<file path="config.mk">
export PLATFORM = sky130hd
export DESIGN_NAME = sum_accumulator_19bit
export DESIGN_NICKNAME = d
export VERILOG_FILES = /design/src/rtl/sum_accumulator_19bit.sv
export SDC_FILE = /design/constraint.sdc
export NUM_CORES = 1
export LEC_CHECK = 0
export ABC_CLOCK_PERIOD_IN_PS = 6000
export CAP_MARGIN = 20
export CORE_ASPECT_RATIO = 0.9
export CORE_MARGIN = 5
export CORE_UTILIZATION = 50
export DETAILED_ROUTE_END_ITERATION = 10
export DONT_BUFFER_PORTS = 1
export PLACE_DENSITY_LB_ADDON = 0.12
export SETUP_SLACK_MARGIN = 0.02
export SLEW_MARGIN = 20
export SYNTH_ARGS = -nofsm -noshare
export SYNTH_HDL_FRONTEND = slang
export SYNTH_SLANG_ARGS = --single-unit
</file>
<file path="constraint.sdc">
create_clock -name clk -period 6 [get_ports clk]
set_input_delay 0.9 -clock clk [delete_from_list [all_inputs] [get_ports clk]]
set_output_delay 0.9 -clock clk [all_outputs]
set_load 0.03 [all_outputs]
</file>
<file path="src/rtl/sum_accumulator_19bit.sv">
// Batch accumulator for the 19-bit adder sum stream: N_SAMPLES handshaked words -> one total.
// Define SUM_ACC_SATURATE_EN to clamp the total at 2^ACC_W-1 instead of wrapping.
module sum_accumulator_19bit #(
    parameter int IN_W      = 19,
    parameter int ACC_W     = 26,
    parameter int N_SAMPLES = 100,
    parameter int CNT_W     = 7
) (
    input  logic             clk,
    input  logic             reset,
    input  logic             start,
    input  logic             in_valid,
    output logic             in_ready,
    input  logic [IN_W-1:0]  in_data,
    output logic             out_valid,
    input  logic             out_ready,
    output logic [ACC_W-1:0] acc_out,
    output logic [CNT_W-1:0] count,
    output logic             busy,
    output logic             overflow
);

    typedef enum logic [1:0] {
        IDLE,
        ACCUM,
        DONE
    } state_t;

    localparam logic [CNT_W-1:0] LAST = CNT_W'(N_SAMPLES - 1);

    state_t           state;
    state_t           state_nx;
    logic [ACC_W-1:0] acc_nx;
    logic [CNT_W-1:0] cnt_nx;
    logic             ovf_nx;
    logic [ACC_W:0]   sum;

    // One spare MSB catches the carry out of the accumulator.
    assign sum = {1'b0, acc_out} + {{(ACC_W + 1 - IN_W){1'b0}}, in_data};

    always_ff @(posedge clk or posedge reset) begin
        if (reset) begin
            state    <= IDLE;
            acc_out  <= '0;
            count    <= '0;
            overflow <= 1'b0;
        end else begin
            state    <= state_nx;
            acc_out  <= acc_nx;
            count    <= cnt_nx;
            overflow <= ovf_nx;
        end
    end

    always_comb begin
        state_nx  = state;
        acc_nx    = acc_out;
        cnt_nx    = count;
        ovf_nx    = overflow;
        in_ready  = 1'b0;
        busy      = 1'b0;
        out_valid = 1'b0;
        unique case (state)
            IDLE: begin
                if (start) begin
                    acc_nx   = '0;
                    cnt_nx   = '0;
                    ovf_nx   = 1'b0;
                    state_nx = ACCUM;
                end
            end
            ACCUM: begin
                in_ready = 1'b1;
                busy     = 1'b1;
                if (in_valid) begin
                    cnt_nx = count + 1'b1;
                    if (sum[ACC_W]) begin
                        ovf_nx = 1'b1;
                    end
`ifdef SUM_ACC_SATURATE_EN
                    if (sum[ACC_W] || overflow) begin
                        acc_nx = '1;
                    end else begin
                        acc_nx = sum[ACC_W-1:0];
                    end
`else
                    acc_nx = sum[ACC_W-1:0];
`endif
                    if (count == LAST) begin
                        state_nx = DONE;
                    end
                end
            end
            DONE: begin
                out_valid = 1'b1;
                if (out_ready) begin
                    state_nx = IDLE;
                end
            end
            default: state_nx = IDLE;
        endcase
    end

endmodule
</file>
---- Word-level counts from Yosys, hierarchy flattened ----
Cells that the tools add are included.
storage, ports and cells
  register bits after elaboration ......... 36
  output and inout bits ................... 37
  word-level logic and storage cells ...... 36
  bits of input ports ..................... 24
cells by class
  equality and inequality tests ........... 8
  add/subtract/negate cells ............... 2
  muxes and demuxes ....................... 17
  reduce and logical (&&, ||, !) cells .... 5
operators by type and width
  cell                   number
  $mux W26               2
  $pmux W26 S2           1
  $add A26 B19 Y27       1
  $mux W7                2
  $pmux W7 S2            1
  $ne A2 B2 Y1 const B   5
  $mux W2                4
  $reduce_and A4 Y1      2
  $add A7 B1 Y7 const B  1
  $eq A7 B7 Y1 const B   1
  $pmux W2 S3            1
  $mux W1                5
  $reduce_and A3 Y1      1
  $eq A2 B1 Y1 const B   1
  $eq A2 B2 Y1 const B   1
  $logic_not A2 Y1       1
  $pmux W1 S2            1
  $reduce_bool A2 Y1     1

---- Longest topological paths before layout ----
Gate-level depths: netlist (run 1).
  word-level depth ........................ 4
  mapped depth ............................ 10
  depth with buffers taken out ............ 10

---- Worst setup path after synthesis (run 1) ----
No wires, ideal clock.
  kind .................................... input to register
  start ................................... in in_data[0]
  end ..................................... reg acc_out[24]
  data arrival time ....................... 2.695 ns
  library setup time ...................... 0.132 ns
  slack ................................... 3.174 ns
  cell stages on the path ................. 10
  path buffers ............................ 0
  data required time ...................... 5.868 ns
  path through ............................ ha_1 inv_1 fa_1 and2b_1 o2111ai_1 a211oi_2 o31ai_2 nor4_2 xnor2_1 nor2_1
between the ends
  cells in the longest elaborated chain, start to end .. 3
RTL lines
  what                    RTL line  RTL
  start: declaration      14        input logic [IN_W-1:0] in_data,
  $add A26 B19 Y27        39        assign sum = {1'b0, acc_out} + {{(ACC_W + 1 - IN_W){1'b0}}, in_data};
  $mux W26                75        if (in_valid) begin
  $pmux W26 S2            63        unique case (state)
  end signal: assignment  49        acc_out <= acc_nx;
  end: declaration        17        output logic [ACC_W-1:0] acc_out,
Every way passes these cells. The select of a mux whose other input is x is not followed.
A chain may end at the register's enable or synchronous reset.

---- Final worst setup path (run 1) ----
  start ................................... reg state[1]
  end ..................................... reg count[5]
between the ends
  cells in the longest elaborated chain, start to end .. 3
  elaborated cells on any way between the ends .. 7
  those cells by class .................... eq/ne: 3; mux: 1; reduce/logical: 3
RTL lines
  what                                                          RTL line  RTL
  start: declaration                                            31        state_t state;
  start signal: assignment                                      48        state <= state_nx;
  $eq A2 B1 Y1 or $logic_not A2 Y1 (tied branches)              63
  $ne A2 B2 Y1 (no line) or $reduce_bool A2 Y1 (tied branches)  -
  $reduce_and A3 Y1 (no line)                                   -
  end signal: assignment                                        50        count <= cnt_nx;
  end: declaration                                              18        output logic [CNT_W-1:0] count,
Several ways; a longest one is shown, not always the timed one.

==> results of run 1 <==
## worst max-delay path by stage
stage / start / endpoint / slack (ps)
after floorplan: in_data[0] / acc_out[24] / 3170
after global placement: in_data[0] / acc_out[24] / 3030
after detailed placement: in_data[0] / acc_out[24] / 2990
after CTS: state[1] / count[5] / 3210
after global routing: state[1] / count[5] / 3040
final: state[1] / count[5] / 3260
## cells in the final DEF, fill, tap and decap left out, types with 2 or more instances in the layout
cell / count
nand2_1: 41
dfrtp_1: 36
o21ai_0: 28
a21oi_1: 22
nor2_1: 20
ha_1: 20
xnor2_1: 13
xor2_1: 10
nand4_1: 9
nand3_1: 9
inv_1: 9
nand2b_1: 7
nor3_1: 7
a21o_1: 5
a31oi_1: 5
clkbuf_8: 5
and2_1: 3
o21a_1: 3
o21bai_1: 3
a22o_1: 3
o2111ai_1: 2
and3_1: 2
a211oi_1: 2
or2_2: 2
nor2b_1: 2
or3_1: 2
o21ai_1: 2
## critical path, stage by stage (launching register included)
cell and delay, ps:
dfrtp_1 390, nand2b_1 160, inv_1 430, nand2_1 570, nand2_1 360, nand4_1 170, or2_2 340, xor2_1 130
nor2_1 50
## registers in the layout (all words and copies together) (netlist names)
name / cells
acc_out: 26
count: 7
overflow: 1
state: 2
## routing by layer
layer / share of wire (%) / global-route usage (%) / vias up
met5: 0 / 0 / -
met4: 0.76 / 4.27 / 0
met3: 6.3 / 5.86 / 5
met2: 45 / 30.4 / 49
met1: 48 / 25.3 / 1016
li1: - / - / 1069
## where the power goes
group	total, mW	leakage [nW]	switching (mW)	internal, mW
Sequential	0.633	0.438	0.299	0.334
Combinational	0.744	0.699	0.426	0.318
Clock	0.216	0.0541	0.0933	0.123
## logic make-up (layout without fill, tap and decap cells)
family	after synthesis	after routing	synth area share, %
adders and majority gates	21	21	10.4
DFF	36	36	34.7
muxes	1	1	0.386
xor gates and xnor gates	23	23	7.77
AOI/OAI and AO/OA	86	86	21.8
and+or+nand+nor	112	112	20.9
buffers and inverters	22	18	3.96
## cell type report
type | instances | area, um2
Clock inverter | 3 | 42.5
Fill cell | 463 | 2190
Clock buffer | 5 | 68.8
Sequential cell | 36 | 901
Tap cell | 65 | 81.3
Multi-Input combinational cell | 243 | 1600
Inverter | 9 | 33.8
Timing Repair Buffer | 1 | 7.51
==> impl_metrics.yaml, run 1 <==
synth:
  synth_area_leaders: "dfrtp_1, ha_1, nand2_1, o21ai_0, xnor2_1"
  synth.distinct_cells: 52
  ys_seq_elements: 36
  avgSynthCellArea_um2: 8.62
  synthesis.nets: 346
  async_reset_ff_share_pct: 100
  yosysTopAreaCell: "dfrtp_1"
  yosys_warnings: 0
  synthesis.area_mm2: 0.00259
  synth_top_area_share_pct: 34.7
  ys_seq_area_share_pct: 34.7
  synth_commonest_cells: "nand2_1, dfrtp_1, o21ai_0"
  synth_edf_count: 0
  synth_ff_type: "dfrtp_1"
  syn_inst: 301
  yosysMostFrequentCell: "nand2_1"
placed_design:
  dp_slack_ps: 2990
  gpl.final_weighted_congestion: 0.813
  hpwl_mm: 4.59
  placed_cells: 354
  placed_cell_area_mm2: 0.00261
  numPortBuffers: 0
setup_path:
  worstReg2RegEnd: "count[5]"
  path_class: "flip-flop to flip-flop"
  r2r_slack_ps: 3260
  setup.worst_path.start_class: "flip-flop"
  reg2regPathDepth: 8
  cp_max_fo: 20
  cp-end-kind: "flip-flop"
  worst_ep_arrival_time_ps: 2900
  critPathRequiredTime_ps: 6160
  r2r-start: "state[1]"
layout:
  area_growth_pct: 5.26
  n_antenna_cell: 0
  stdcell_count: 362
  post-route-util_pct: 55.4
  final_nets: 341
  fin_area_mm2: 0.00273
  layout-drive-gt1-share_pct: 6.40
clocking:
  htreeDepth: 2
  numCtsBuffers: 5
  cts_tree: "built"
  clock_tree.buffer_depth: 2
  cts_resized: 0
  cts_root_buf: "clkbuf_8"
  cts_setup_buffers: 0
  numClockSinks: 36
  clock_latency_ps: 290
  clk_pin_slew_worst_paths_ps: 70
  hold_buffers: 0
drt:
  drtIter0Drc: 73
  post_drt_wl_per_cell_um: 16.8
  drt-pass1-iter-count: 4
  drc: 0
  routed_wl_mm: 6.08
  vias: 2139
  antenna_left: 0
  vias_per_cell: 5.91
sta:
  tightest_slew_ps: 675
  setup_slack_ps: 3260
  timing.hold.ws_ps: 616
  rsz0062_at_grt: "false"
  final-hold-violation-count: 0
  finalSetupViolCount: 0
  fin_crit_ps: 2740
  max_clock_freq_mhz: 365
  slew_viol_final: 0
  skew_ps: 4.61
  fin_crit_sh_pct: 45.7
  final.setup.tns_ps: 0
  relSlewSlack_pct: 54.9
die:
  initial_core_util_pct: 52.7
  fp.dieW_um: 85.9
  die_y_um: 78.3
  die-area_mm2: 0.00673
  rows: 24
  ios: 61
  coreArea_mm2: 0.00492
status:
  status: "finished, final reports clean"
global_route:
  antenna_found_initial: 0
  grt-ovfl-total: 0
  grt_pass1_vias: 2087
  grt_max_degree: 37
  grt_first_pass_wirelength_mm: 10.3
  grt_util_all_layers_pct: 19.0
min_path:
  hold_class: "input pin to async pin"
job:
  drv_cap: 0
pwr:
  power_density_mw_per_mm2: 584
  power.total_mw: 1.59
  p_leak_nw: 1.19
  max-vdd-ir-drop_v: 0.000302
(Power assumes the default switching activity.)
==> run 2, diff against run 1 <==
Settings changed: ABC_CLOCK_PERIOD_IN_PS 6000 to 2700.
Clock period 6 ns to 2.7 ns, I/O delays scaled along.
==> impl_metrics.yaml, run 2 (synthesized netlist as in run 1, its figures left out) <==
layout:
  fillers: 479
  n_antenna_cell: 0
  final_nets: 353
  post-route-util_pct: 57.2
  regMostFlops: "acc_out"
  final_common_cell: "nand2_1"
  area_growth_pct: 8.54
  final_cell_mix: "nand2_1, dfrtp_1, o21ai_0, a21oi_1"
  fin_area_mm2: 0.00282
  top_regs: "acc_out x26, count x7, state x2"
  layout-drive-gt1-share_pct: 10.0
  largest_reg_flops: 26
die:
  rows: 24
  ios: 61
  initial_core_util_pct: 52.7
  die-area_mm2: 0.00673
  die_y_um: 78.3
  fp.dieW_um: 85.9
  coreArea_mm2: 0.00492
min_path:
  hold_class: "input pin to async pin"
sta:
  relSlewSlack_pct: 50.4
  skew_ps: 8.35
  tightest_slew_ps: 744
  setup_slack_ps: 251
  finalSetupViolCount: 0
  slew_viol_final: 0
  fin_crit_ps: 2450
  final-hold-violation-count: 0
  rsz0062_at_grt: "false"
  max_clock_freq_mhz: 408
  fin_crit_sh_pct: 90.7
  final.setup.tns_ps: 0
placed_design:
  gpl.final_weighted_congestion: 0.839
  placed_cell_area_mm2: 0.00270
  hpwl_mm: 4.81
  numPortBuffers: 0
  dp_slack_ps: 187
status:
  status: "finished, final reports clean"
global_route:
  grt_max_degree: 37
  grt-ovfl-total: 0
  grt_first_pass_wirelength_mm: 10.7
  grt_pass1_vias: 2172
  grt_util_all_layers_pct: 19.5
  antenna_found_initial: 0
pwr:
  max-vdd-ir-drop_v: 0.000570
  power_density_mw_per_mm2: 1300
  p_leak_nw: 1.25
drt:
  post_drt_wl_per_cell_um: 16.8
  drtIter0Drc: 107
  drc: 0
  vias: 2171
  antenna_left: 0
  drt-pass1-iter-count: 6
  routed_wl_mm: 6.28
  vias_per_cell: 5.80
clocking:
  cts_root_buf: "clkbuf_8"
  clk_pin_slew_worst_paths_ps: 80
  clock_latency_ps: 290
  cts_resized: 0
  cts_setup_buffers: 0
  numClockSinks: 36
  cts_tree: "built"
  numCtsBuffers: 5
  htreeDepth: 2
  hold_buffers: 0
  clock_tree.buffer_depth: 2
setup_path:
  worst_ep_arrival_time_ps: 2630
  cp-end-kind: "flip-flop"
  cp_max_fo: 4
  setup.worst_path.start_class: "flip-flop"
  path_class: "flip-flop to flip-flop"
  critPathRequiredTime_ps: 2880
  r2r_slack_ps: 250
job:
  drv_cap: 0
run 2: worst max-delay path: stages, from the launching register on:
cell and delay [ps]:
dfrtp_1 350, ha_1 170, inv_1 50, fa_1 390, and2b_1 220, o2111ai_1 190, a211oi_2 290, o31ai_2 160
nor4_2 320, xnor2_1 150, nor2_1 50
run 2: cell type report:
cell class / count / area, um2 / area share, %
Clock inverter: 3 / 42.5 / 1.51
Multi-Input combinational cell: 243 / 1590 / 56.5
Tap cell: 65 / 81.3 / 2.89
Clock buffer: 5 / 68.8 / 2.44
Sequential cell: 36 / 901 / 32.0
Timing Repair Buffer: 13 / 97.6 / 3.47
Inverter: 9 / 33.8 / 1.20
run 2: worst paths after layout:
kind | from | to | depth (start not counted)
setup / recovery | acc_out[0] | acc_out[24] | 10
min in group clk | out_ready | state[1] | 2
max in group asynchronous | reset | acc_out[10] | 2
setup reg to reg | acc_out[0] | acc_out[24] | 10
hold reg to reg | acc_out[1] | acc_out[1] | 2
hold / removal | reset | count[4] | 2
run 2: power by group:
part	internal, mW	switching (mW)	leakage, nW
registers	0.743	0.524	0.438
clock network	0.273	0.208	0.0541
logic	0.781	1.12	0.757
run 2: metal layers:
layer	part of all wire, %	up-vias	GRT usage, %
met3	4.8	4	4.08
met1	50	1026	26.8
li1	-	1092	-
met4	0.64	0	3.80
met5	0	-	0
met2	45	49	31.8
run 2: through the flow:
step / hold WS, ps / instances / power [mW]
after detailed placement: 447 / 366 / 3.17
after floorplan: 559 / 301 / 2.75
after CTS: 128 / 374 / 3.67
after global routing: 167 / 374 / 3.97
after global placement: 446 / 366 / 3.14
final: 109 / 374 / 3.65
